`src/rtl/cobertura_motor.sv`:
```
// cobertura_motor: roof-cover actuator model with open/closed limit switches.
// Define COBERTURA_DEADTIME_EN to insert a DEAD pause on direction reversal.
module cobertura_motor #(
  parameter int TRAVEL = 8,
  parameter int STEP_DIV = 4,
  parameter int DEAD_CYCLES = 3,
  localparam int PW = $clog2(TRAVEL + 1)
) (
  input  logic          clk,
  input  logic          rst,
  input  logic          A,
  input  logic          F,
  output logic          Fd,
  output logic          Fe,
  output logic [PW-1:0] pos,
  output logic          moving,
  output logic          fault
);
  localparam int SW = STEP_DIV > 1 ? $clog2(STEP_DIV) : 1;
  if (TRAVEL < 2 || STEP_DIV < 1 || DEAD_CYCLES < 1) begin : g_bad_params
    $error("cobertura_motor: illegal parameter values");
  end
`ifdef COBERTURA_DEADTIME_EN
  localparam int DW = DEAD_CYCLES > 1 ? $clog2(DEAD_CYCLES) : 1;
  typedef enum logic [1:0] {IDLE, OPEN, CLOSE, DEAD} state_t;
  logic [DW-1:0] dcnt, dcnt_n;
`else
  typedef enum logic [1:0] {IDLE, OPEN, CLOSE} state_t;
`endif
  state_t state, state_n;
  logic [PW-1:0] pos_n;
  logic [SW-1:0] psc, psc_n;
  logic fault_n, step, opening, dead_now;
  assign Fd = pos == PW'(TRAVEL);
  assign Fe = pos == '0;
  assign moving = state == OPEN || state == CLOSE;
  assign step = psc == SW'(STEP_DIV - 1);
  assign opening = state == OPEN;
`ifdef COBERTURA_DEADTIME_EN
  assign dead_now = state == DEAD;
`else
  assign dead_now = 1'b0;
`endif
  always_ff @(posedge clk) begin
    if (rst) begin
      state <= IDLE;
      pos <= '0;
      psc <= '0;
      fault <= 1'b0;
`ifdef COBERTURA_DEADTIME_EN
      dcnt <= '0;
`endif
    end else begin
      state <= state_n;
      pos <= pos_n;
      psc <= psc_n;
      fault <= fault_n;
`ifdef COBERTURA_DEADTIME_EN
      dcnt <= dcnt_n;
`endif
    end
  end
  // Prescaler (and dead counter) default to zero; only a running count keeps them.
  always_comb begin
    state_n = state;
    pos_n = pos;
    psc_n = '0;
    fault_n = fault;
`ifdef COBERTURA_DEADTIME_EN
    dcnt_n = '0;
`endif
    if (A && F && !dead_now) begin
      state_n = IDLE;
      fault_n = 1'b1;
    end else begin
      case (state)
        IDLE: state_n = A && !F && !Fd ? OPEN : F && !A && !Fe ? CLOSE : IDLE;
        OPEN, CLOSE: begin
          if (!A && !F) state_n = IDLE;
          else if (opening ? F : A) begin
`ifdef COBERTURA_DEADTIME_EN
            state_n = DEAD;
`else
            state_n = opening ? (Fe ? IDLE : CLOSE) : (Fd ? IDLE : OPEN);
`endif
          end else if (step) begin
            pos_n = opening ? pos + PW'(1) : pos - PW'(1);
            if (pos == PW'(opening ? TRAVEL - 1 : 1)) state_n = IDLE;
          end else psc_n = psc + SW'(1);
        end
`ifdef COBERTURA_DEADTIME_EN
        DEAD: begin
          dcnt_n = dcnt + DW'(1);
          if (dcnt == DW'(DEAD_CYCLES - 1)) state_n = IDLE;
        end
`endif
        default: state_n = IDLE;
      endcase
    end
  end
endmodule

```
`config.mk`:
```
export PLATFORM = sky130hd
export DESIGN_NAME = cobertura_motor
export DESIGN_NICKNAME = d
export VERILOG_FILES = /design/src/rtl/cobertura_motor.sv
export SDC_FILE = /design/constraint.sdc
export NUM_CORES = 1
export LEC_CHECK = 0
export CAP_MARGIN = 25
export CELL_PAD_IN_SITES_DETAIL_PLACEMENT = 1
export CELL_PAD_IN_SITES_GLOBAL_PLACEMENT = 1
export CORE_AREA = 2 2 43 45
export DETAILED_ROUTE_END_ITERATION = 7
export DIE_AREA = 0 0 45 47
export HOLD_SLACK_MARGIN = 0.06
export PLACE_DENSITY_LB_ADDON = 0.2
export RECOVER_POWER = 25
export SLEW_MARGIN = 20
export SYNTH_ARGS = -nofsm -noshare
export SYNTH_HDL_FRONTEND = slang
export SYNTH_SLANG_ARGS = --single-unit
```
`constraint.sdc`:
```
create_clock -name clk -period 5.1 [get_ports clk]
set_clock_uncertainty 0.2 [all_clocks]
set_input_delay 1.275 -clock clk [delete_from_list [all_inputs] [get_ports clk]]
set_output_delay 1.275 -clock clk [all_outputs]
set_load 0.1 [all_outputs]
```
==> results.md <==
* Routed WL at 1.352 mm
* Yosys top cell area share at 0.2951
* Nets at 88
* Routed len/inst at 14.70 microns
* N_diodes at 0
* Final GP Congestion at 0.7748
* Final ANT Viol Nets at 0
* Actual slew at the worst max-slew pin at 0.9629 ns
* Power, Total at 0.1532 mW
* Setup bufs post-CTS at 0
* CP endpoint kind: output port
* CP delay by family, top: buffers and inverters
* Syn Area/Cell at 10.01 sq um
* Die area at 0.002115 sq mm
* Max-slew violation count at 0
* Clock root buffer: clkbuf_4
* Count leader, synth: dfxtp_1
* GRT overflow at 0
* RSZ-0062 raised after global routing: no
* DR vias at 494
* Reg2Reg Depth at 8
* Layout cells sized above 1 at 0.1200
* Max_cap viols at 0
* Initial antenna violation count at 0
* CP endpoint: moving
* Largest net degree at the start of global routing at 10
* Most used DFF post-synth: dfxtp_1
* CTS tree: yes
* Worst-path cell chain: inv_1 -> ha_1 -> clkdlybuf4s50_1
* CTS Buf Count at 3
* Crit path from: state[0]$_SDFFE_PP0P_
* DIE HEIGHT at 47 microns
* # setup viols final at 0
* Final Cycle Share at 0.7472
* WP data arrival at 2.34 ns
* Layout area overhead at 24.59%
* Hold Crit Start: psc[0]$_SDFF_PP0_
* Largest family of logic cells by synthesized area: simple AND/OR/NAND/NOR gates
* Post-Syn Instances at 61
* Critical path startpoint category: flop
* Leading area contributor after synthesis: dfxtp_1
* Port Buffer Count at 11
* Ys async rst share at 0
* Final min period at 3.811 ns
* GRT Total Usage at 0.1584
* Top cells by area, synth: dfxtp_1 30%, ha_1 14%, mux2i_1 8.2%
* IO Count at 12
* Fillers at 196
* Post-detail-place hpwl at 1.018 mm
* Sequential share of the synthesized area at 0.2951
* Vias in the first global route at 496
* Worst-path fanout max at 8
* Detailed Route Iter0 Violations at 1
* Chip Width at 45 microns
* Max Root-Sink Buffers at 2
* Endpoints failing hold at 0
* Complex-gate fraction of the synthesized area at 0.1209
* CTS Sinks at 9
* Rows at 15
* Finished Layout Cells at 92
* Relative slew margins at 0.3560
* Leakage at 0.3363 nW
* Reg2reg start: state[1]$_SDFFE_PP0P_
* Syn nets at 73
* Worst r2r dst: pos[3]$_SDFFE_PP0P_
* Number of synthesized flops with an enable pin at 0
* Mux contribution to synthesized area at 0.1004
* Core ar. at 0.001652 sq mm
* Post-route setup TNS at 0 ns
* H-tree Lvls at 1
* Clock Latency Late Sink at 0.27 ns
* Drt pass-1 iters at 2
* Vias per std cell at 5.370
* #FFs+latches synth at 9
* Placed Cells at 88
* Synth Area in Adders at 0.1762
* Status: finished clean
* Worst R2R Setup Slack at 2.86 ns
* Post-synth top cells: 9 x dfxtp_1, 7 x ha_1, 7 x nor2_1
* Peak Freq at 0.2624 GHz
* Distinct cells, synth at 26
* Worst EP required at 3.62 ns
* CTS Hold Bufs at 0
* First-pass GRT wire length at 2.277 mm
* Initial core utilization at 0.3697
* PostCTS Resize Cnt at 0
* Simple-Gate Fraction of Synth Area at 0.2541
* Worst path max stage delay at 1.19 ns
* Worst vdd ir at 0.1116 mV
* Buf/Inv on CP at 2
* Power density cells at 201.4 mW/mm^2
* Path length in cells of the critical path at 3
* Clock-pin slew on the worst setup and hold paths at 0.07 ns
* DRC at 0
* Mapped cell area at 610.6 sq um
* XOR/XNOR share of the synthesized area at 0.02869
* Hold Path Class: reg -> reg
* Ys Warns at 0
* Crit Path Category: reg -> out
* Slowest cell on the critical path: clkdlybuf4s50_1
## power breakdown
part | total [mW] | internal (mW) | leakage [nW] | switching, mW
combinational | 0.0223 | 0.00768 | 0.249 | 0.0147
sequential | 0.0719 | 0.0712 | 0.0728 | 0.000673
clock | 0.0590 | 0.0303 | 0.0150 | 0.0287
total | 0.153 | 0.109 | 0.336 | 0.0440
## stage by stage
stage	utilization	hold WS [ns]	cell area, sq um	setup WS (ns)
floorplan	-	0.2072	623.1	0.7673
detailed placement	0.4545	0.2290	750.7	1.572
global route	0.4606	0.2689	760.7	1.171
CTS	0.4705	0.2383	777.0	1.264
finish	0.4606	0.2403	760.7	1.289
global placement	0.4545	0.2148	750.7	1.602
## layer usage
layer / vias up / part of all wire / track usage
li1: 246 / - / -
met1: 230 / 0.47 / 0.1950
met2: 13 / 0.46 / 0.2486
met3: 5 / 0.042 / 0.04615
met4: 0 / 0.027 / 0.08824
met5: - / 0 / 0
## cell type report
| class | count | area, sq um | area share |
|---|---|---|---|
| Multi-Input combinational cell | 48 | 411.6 | 0.5411 |
| Sequential cell | 9 | 180.2 | 0.2368 |
| Timing Repair Buffer | 11 | 110.1 | 0.1447 |
| Clock buffer | 4 | 26.28 | 0.03454 |
| Tap cell | 17 | 21.27 | 0.02796 |
| Inverter | 3 | 11.26 | 0.01480 |
## layout by cell type, fill, tap and decap left out
cell type and count:
nand3_2 1, inv_1 3, o21ai_1 1, a211oi_1 2
clkbuf_1 1, o211ai_2 1, mux2i_1 5, dlygate4sd3_1 2
nor2_1 7, a21oi_1 1, nand3_1 1, nor4b_2 1
nand4b_1 1, or2b_1 2, dfxtp_1 9, nor4_2 1
nor3b_1 1, o211ai_1 1, nor4_1 1, nor2b_1 1
xor2_1 2, nand2_1 1, clkdlybuf4s50_1 9, and3b_4 1
a21oi_2 1, nand2b_1 3, nor4b_1 1, fa_1 1
a21o_1 2, mux2_1 1, clkbuf_4 3, ha_1 7
## flip-flops by register name (all words and copies together) (netlist names)
name   cells
state      2
pos        4
psc        2
fault      1
## worst min path at each step
stage	to	slack (ns)	cells after the start
6_report	psc[0]$_SDFF_PP0_	0.24	1
3_5_place_dp	psc[0]$_SDFF_PP0_	0.23	1
4_1_cts	psc[0]$_SDFF_PP0_	0.24	1
5_1_grt	psc[0]$_SDFF_PP0_	0.27	1
3_3_place_gp	psc[0]$_SDFF_PP0_	0.21	1
2_1_floorplan	psc[0]$_SDFF_PP0_	0.21	1
## logic make-up after synthesis
| group | Yosys count |
|---|---|
| adders and majority gates | 8 |
| AOI/OAI and AO/OA | 9 |
| buffers and inverters | 4 |
| muxes | 6 |
| DFF | 9 |
| xor gates and xnor gates | 2 |
| and+or+nand+nor | 23 |
## worst reg2reg max path, delay by kind of cell, from the launching register on
kind	cells	cell delay, ns
buffers and inverters	2	0.19
multiplexers	2	0.55
AO/OA/AOI/OAI	2	0.33
adder cells (fa/ha/maj)	2	0.55
flip-flops	1	0.32
(Power assumes the default switching activity.)
